===== src/rtl/gate_bist_pkg.sv =====
// Shared constants for the gate-select BIST: op encodings, golden truth table
// nibbles, FSM states and the vector-to-drive mapping.
package gate_bist_pkg;

    localparam int OP_AND  = 0;
    localparam int OP_OR   = 1;
    localparam int OP_NOT  = 2;
    localparam int OP_NAND = 3;
    localparam int OP_NOR  = 4;
    localparam int OP_XOR  = 5;

    localparam int NUM_VEC = 25;

    // Nibbles are indexed by {a,b}: bit3 = ab 11 ... bit0 = ab 00
    localparam logic [3:0] GOLD_AND  = 4'b1000;
    localparam logic [3:0] GOLD_OR   = 4'b1110;
    localparam logic [3:0] GOLD_NOT  = 4'b0011;
    localparam logic [3:0] GOLD_NAND = 4'b0111;
    localparam logic [3:0] GOLD_NOR  = 4'b0001;
    localparam logic [3:0] GOLD_XOR  = 4'b0110;

    // Vector 24 is the disable check, which must read back 0
    localparam logic [NUM_VEC-1:0] EXPECTED =
        {1'b0, GOLD_XOR, GOLD_NOR, GOLD_NAND, GOLD_NOT, GOLD_OR, GOLD_AND};

    typedef enum logic [1:0] {IDLE, RUN, DONE} state_t;

    typedef struct packed {
        logic       enable;
        logic [2:0] op;
        logic       a;
        logic       b;
    } drive_t;

    localparam drive_t DRIVE_IDLE = '0;

    function automatic drive_t vec_drive(input logic [4:0] k);
        drive_t d;
        if (k == 5'(NUM_VEC - 1)) begin
            d.enable = 1'b0;
            d.op     = 3'b000;
            d.a      = 1'b1;
            d.b      = 1'b1;
        end else begin
            d.enable = 1'b1;
            d.op     = k[4:2];
            d.a      = k[1];
            d.b      = k[0];
        end
        return d;
    endfunction

endpackage


===== src/rtl/gate_bist_ctrl.sv =====
// BIST sequencer: sweeps all 25 gate-unit vectors, samples gate_out after a
// settle interval and accumulates a per-vector result and mismatch map.
module gate_bist_ctrl #(
    parameter int SETTLE_CYCLES = 1
) (
    input  logic        clk,
    input  logic        rst_n,
    input  logic        start,
    input  logic        gate_out,
    output logic        data1,
    output logic        data2,
    output logic        Enable,
    output logic [2:0]  op_cntrl,
    output logic        busy,
    output logic        done,
    output logic        pass,
    output logic [24:0] fail_mask,
    output logic [24:0] result_vec
);
    import gate_bist_pkg::*;

    state_t      state_q, state_d;
    logic [4:0]  vec_q, vec_d;
    logic [3:0]  cnt_q, cnt_d;
    drive_t      drive_q, drive_d;
    logic        busy_d, done_d, pass_d;
    logic [24:0] fail_d, res_d;
    logic        sample_bad;

    always_ff @(posedge clk or negedge rst_n) begin
        if (!rst_n) begin
            state_q    <= IDLE;
            vec_q      <= '0;
            cnt_q      <= '0;
            drive_q    <= DRIVE_IDLE;
            busy       <= 1'b0;
            done       <= 1'b0;
            pass       <= 1'b0;
            fail_mask  <= '0;
            result_vec <= '0;
        end else begin
            state_q    <= state_d;
            vec_q      <= vec_d;
            cnt_q      <= cnt_d;
            drive_q    <= drive_d;
            busy       <= busy_d;
            done       <= done_d;
            pass       <= pass_d;
            fail_mask  <= fail_d;
            result_vec <= res_d;
        end
    end

    always_comb begin
        state_d    = state_q;
        vec_d      = vec_q;
        cnt_d      = cnt_q;
        drive_d    = drive_q;
        busy_d     = busy;
        done_d     = done;
        pass_d     = pass;
        fail_d     = fail_mask;
        res_d      = result_vec;
        sample_bad = 1'b0;

        case (state_q)
            IDLE, DONE: begin
                if (start) begin
                    state_d = RUN;
                    vec_d   = '0;
                    cnt_d   = '0;
                    fail_d  = '0;
                    res_d   = '0;
                    busy_d  = 1'b1;
                    done_d  = 1'b0;
                    pass_d  = 1'b0;
                    drive_d = vec_drive(5'd0);
                end
            end
            RUN: begin
                if (cnt_q == 4'(SETTLE_CYCLES)) begin
                    sample_bad    = (gate_out != EXPECTED[vec_q]);
                    res_d[vec_q]  = gate_out;
                    fail_d[vec_q] = sample_bad;
                    cnt_d         = '0;
                    if (vec_q == 5'(NUM_VEC - 1)) begin
                        // pass must include the bit written on this same edge
                        state_d = DONE;
                        vec_d   = '0;
                        busy_d  = 1'b0;
                        done_d  = 1'b1;
                        pass_d  = (fail_d == '0);
                        drive_d = DRIVE_IDLE;
                    end else begin
                        vec_d   = vec_q + 5'd1;
                        drive_d = vec_drive(vec_q + 5'd1);
                    end
                end else begin
                    cnt_d = cnt_q + 4'd1;
                end
            end
            default: state_d = IDLE;
        endcase
    end

    assign data1    = drive_q.a;
    assign data2    = drive_q.b;
    assign Enable   = drive_q.enable;
    assign op_cntrl = drive_q.op;

endmodule


===== config.mk =====
export PLATFORM = sky130hd
export DESIGN_NAME = gate_bist_ctrl
export DESIGN_NICKNAME = d
export VERILOG_FILES = /design/src/rtl/gate_bist_pkg.sv /design/src/rtl/gate_bist_ctrl.sv
export SDC_FILE = /design/constraint.sdc
export NUM_CORES = 1
export LEC_CHECK = 0
export CORE_MARGIN = 1
export CORE_UTILIZATION = 48
export DETAILED_ROUTE_END_ITERATION = 8
export PLACE_DENSITY = 0.73
export SLEW_MARGIN = 10
export SYNTH_ARGS = -nofsm -noshare
export SYNTH_HDL_FRONTEND = slang
export SYNTH_SLANG_ARGS = --single-unit

===== constraint.sdc =====
create_clock -name clk -period 5.5 [get_ports clk]
set_input_delay 1.65 -clock clk [delete_from_list [all_inputs] [get_ports clk]]
set_output_delay 1.65 -clock clk [all_outputs]
set_load 0.03 [all_outputs]

## Word level (Yosys, flattened, before mapping)

Memory sizes are Yosys's and may differ from the RTL's.
Cells that the tools add are included.

- Bits in registers: 70
- Bits in latches: 0
- Memory bits (writable): 0
- Memory bits (read-only): 32
- Input bits: 4
- Output and inout port bits: 59
- Logic and storage cells: 72
- Memories: 1

Memory list:

| memory | words | bits a word | read ports | clocked after Yosys merged registers in | write ports | line | text |
|---|---|---|---|---|---|---|---|
| (no name shown) | 32 | 1 | 1 | 0 | 0 | gate_bist_ctrl.sv:82 | `sample_bad = (gate_out != EXPECTED[vec_q]);` |

- Add/subtract/negate cells: 2
- $mul: 0
- Divide/modulo/power cells: 0
- Order comparisons: 2
- Equal/unequal tests: 9
- Shift operators: 0
- Multiplexer cells: 37
- Bitwise logic cells: 0
- Reduce and logical (&&, ||, !) cells: 9

Operators by type and width:

| kind | count |
|---|---|
| $pmux 25 s2 | 2 |
| $mux 25 | 3 |
| $bwmux 25 | 2 |
| $logic_not 25->1 | 1 |
| $mux 6 | 4 |
| $mux 5 | 3 |
| $pmux 6 s2 | 1 |
| $eq 5x5->1 const B | 2 |
| $mux 1 | 10 |
| $pmux 5 s2 | 1 |
| $mux 4 | 2 |
| $pmux 4 s2 | 1 |
| $lt 5x6->1 const B | 1 |
| $mux 2 | 3 |
| $ne 2x2->1 const B | 3 |
| $pmux 1 s2 | 3 |
| $reduce_and 3->1 | 2 |
| $add 5x1->5 const B | 1 |
| $demux 1 s5 | 1 |
| $ge 5x1->1 const B | 1 |
| $add 4x1->4 const B | 1 |
| $eq 4x1->1 const B | 1 |
| $pmux 2 s2 | 1 |
| $reduce_and 4->1 | 1 |
| 8 further kinds | 8 |

## Depth between registers and ports, before layout

- Depth in word-level cells: 9
- Depth in mapped cells: 9
- Mapped depth without buffers: 8

## Worst setup path before layout

No wires, ideal clock.

- Path type: input to register
- Start: in start
- End: reg fail_mask[4]
- Setup time: 95 ps
- Data arrival time: 2711 ps
- Data required time: 5405 ps
- Setup slack: 2694 ps
- Stages: 6
- Path through: nor2b_1 > clkbuf_1 > nor2_1 > clkbuf_1 > o21ai_0 > o31ai_1

- Longest elaborated chain between the ends: 2

RTL lines:

| item | line | text |
|---|---|---|
| start, declared | gate_bist_ctrl.sv:8 | `input logic start,` |
| $ne 2x2->1 (no source line) | - |  |
| $reduce_and 3->1 (no source line) | - |  |
| end signal, assigned | gate_bist_ctrl.sv:49 | `fail_mask <= fail_d;` |
| end, declared | gate_bist_ctrl.sv:17 | `output logic [24:0] fail_mask,` |

No other way between the ends.
A chain may end at the register's enable or synchronous reset.

## Worst setup path after layout

- Start: in gate_out
- End: reg fail_mask[18]

- Longest elaborated chain between the ends: 4

RTL lines:

| item | line | text |
|---|---|---|
| start, declared | gate_bist_ctrl.sv:9 | `input logic gate_out,` |
| $ne 1x1->1 | gate_bist_ctrl.sv:82 |  |
| $bwmux 25 | gate_bist_ctrl.sv:84 | `fail_d[vec_q] = sample_bad;` |
| $mux 25 | gate_bist_ctrl.sv:81 | `if (cnt_q == 4'(SETTLE_CYCLES)) begin` |
| $pmux 25 s2 | gate_bist_ctrl.sv:66 | `case (state_q)` |

No other way between the ends. The select of a mux whose other input is x is not followed.

==> impl_results.md <==
* Outcome: finished clean
* Die X at 92.4 um
* Drt initial violations at 379
* Deepest clock path buffer count at 2
* Final setup violation count at 0
* Number of synthesized flops with an enable pin at 0
* Total GRT Usage at 26.4%
* Synth Register Bits at 70
* Largest net degree at the start of global routing at 40
* WS Path Type: in2reg
* Power, Total at a little over 0.002 W
* Worst-path fanout max at 21
* Final Cell Area at 4720 um^2
* Synthesized area at 3930 um^2
* Rows at 32
* Die height at 92.4 um
* Final wirelength at 10,900 um
* Post-synth cell types at between 50 and 60
* Share of post-route cells with drive strength above 1 at 8.02%
* Core area at 7810 um^2
* Peak VDD IR at 0.207 mV
* I/O Pins at 63
* Hold crit path type: reg2reg
* H-tree depth at 3
* Cells after DPL at 587
* Vias in the first global route at ~3.4k
* RSZ-0062 raised after global routing: false
* Placed inst area at roughly 4500 um^2
* Post CTS Setup Buffer Count at 0
* Yosys synthesis warning count at 0
* Routability cong. at 0.930
* Post-Syn Instances at 447
* Clock buffer count from CTS at 9
* Top-area cell type share of the netlist area at ~45%
* Crit path time final at 3.44 ns
* Avg Inst Size Synth at approximately 8.8 um^2
* Crit path required time at 5.74 ns
* Worst-path clk slew at 0.07 ns
* Fillcell total at 695
* Dpl ws at roughly 1.8 ns
* MaxCap Viol Count at 0
* Synth area leader: dfrtp_1
* # diodes at 0
* Lkg Pwr at 1.96 nW
* CP Data Arrival Time at 3.68 ns
* Hold Buf Count CTS at 0
* Layout area overhead at 20.3%
* Post-DP HPWL at 7460 um
* Finished Layout Cells at between 600 and 700
* Slew @ Worst Pin at between 1 and 1.5 ns
* Prevailing post-synth register cell: dfrtp_1
* Critical Path Sink Type: register
* Final period utilization at 62.5%
* Pwr Density at 430 nW/um^2
* First-pass GRT wire length at 17,300 um
* Final worst slack at 2.06 ns
* Setup Skew at 0.00476 ns
* Number of gates resized after CTS at 0
* Initial Util at 50.3%
* Via Count at 3,624
* DR DRC count at 0
* DR WL/cell at 18.1 um
* Synth area leaders: dfrtp_1 (45%), o21ai_0 (6.4%), a21oi_1 (5.0%), nand2_1 (4.5%), nor2_1 (4.5%)
* DR vias/cell at 6.03
* GRT Residual Overflow at 0
* Initial antenna violation count at 0
* Seq/Total Area, Yosys at 44.6%
* Clk_lat worst skew at roughly 0.35 ns
* Commonest non-fill, non-tap cell in the layout: dfrtp_1
* CP startpoint kind: input pin
* CTS tree: built
* Port bufs at 62
* Post-route ant nets at 0
* CTS sink count at 70
* Achievable Freq at between 200 and 300 MHz
* Pre-antenna DRT Iters at 5
* Die ar. at 8540 um^2
* Final-report hold violation count at 0
* Final nets at 508
* Syn nets at 459
* Setup TNS Final at 0 ns
* Leading cell types in the layout, fill and taps excluded: dfrtp_1 (70), clkdlybuf4s50_1 (61), o21ai_0 (50)
* Root Buffer: clkbuf_8
* Slew Viols, Final at 0
* Async SR Flop Fraction at between 90% and 100%
* Slew HR at 26.1%
critical path: stages:
cell and delay, ns:
clkdlybuf4s50_1 0.68, xnor2_2 0.38, nand2_1 0.51, o31ai_1 0.45
flip-flops by register name, indices dropped and copies added (netlist names):
name	flops
fail_mask	25
result_vec	25
vec_q	5
cnt_q	4
op_cntrl	3
state_q	2
Enable	1
busy	1
data1	1
data2	1
done	1
pass	1
kinds of logic after synthesis:
kind of cell | after synthesis | share of synthesized area (%)
simple gates | 169 | 21.2
compound gates | 143 | 22.2
flops | 70 | 44.6
buf+inv | 43 | 5.55
mux | 11 | 3.06
fa+ha+maj | 8 | 2.55
xor+xnor | 3 | 0.861
report_power, final:
part / switching [W] / leakage, nW / internal [W]
registers: 0.000127 / 0.945 / 0.000597
clock network: 0.000180 / 0.0914 / 0.000195
logic: 0.000594 / 0.923 / 0.000336
total: 0.000902 / 1.96 / 0.00113
per-stage QoR:
stage          hold slack [ns]  utilization [%]
2_1_floorplan            0.465                -
3_3_place_gp             0.459             58.3
3_5_place_dp             0.464             58.3
4_1_cts                  0.481             60.5
5_1_grt                  0.512             60.5
6_report                 0.475             60.5
Yosys cell counts (all sizes together) (2+ instances only):
master  instances
dfrtp          70
o21ai          53
nor2           50
nand2          47
a21oi          39
nand3          20
clkbuf         19
inv            13
nand2b         13
buf            11
o31ai          11
o22ai          10
or3             9
ha              8
nand4           7
a22o            6
mux2i           6
nor2b           6
mux2            5
o32ai           5
a31oi           4
nor3            4
a21o            3
a211oi          2
nand3b          2
nor3b           2
nor4            2
xnor2           2
per-layer routing:
metal  GRT usage [%]  up-vias  wire, um
li1                -     1692         -
met1            35.8     1734      5010
met2            41.9      171      4940
met3            4.43       27       661
met4            10.9        0       276
met5               0        -         0
worst paths after layout:
check / startpoint / end / slack (ns) / depth (start not counted)
min in group asynchronous: rst_n / op_cntrl[1]$_DFFE_PN0P_ / 1.39 / 1
worst min-delay path: data2$_DFFE_PN0P_ / data2$_DFFE_PN0P_ / 0.47 / 1
worst min register to register: data2$_DFFE_PN0P_ / data2$_DFFE_PN0P_ / 0.47 / 1
worst max register to register: vec_q[3]$_DFFE_PN0P_ / fail_mask[18]$_DFFE_PN0P_ / 2.36 / 6
max in group asynchronous: rst_n / result_vec[5]$_DFFE_PN0P_ / 3.13 / 2
worst max-delay path: gate_out / fail_mask[18]$_DFFE_PN0P_ / 2.06 / 4
final cells by class:
| cell class | instances | area, um^2 | area share [%] |
|---|---|---|---|
| inverters | 13 | 48.8 | 1.03 |
| multi-input cells | 334 | 1960 | 41.5 |
| flip-flops and latches | 70 | 1750 | 37.1 |
| well taps | 102 | 128 | 2.70 |
| clock buffers | 13 | 169 | 3.58 |
| repair buffers | 68 | 661 | 14.0 |
| clock inverters | 1 | 5.00 | 0.106 |
No activity file was read; power rests on OpenSTA's default activity.
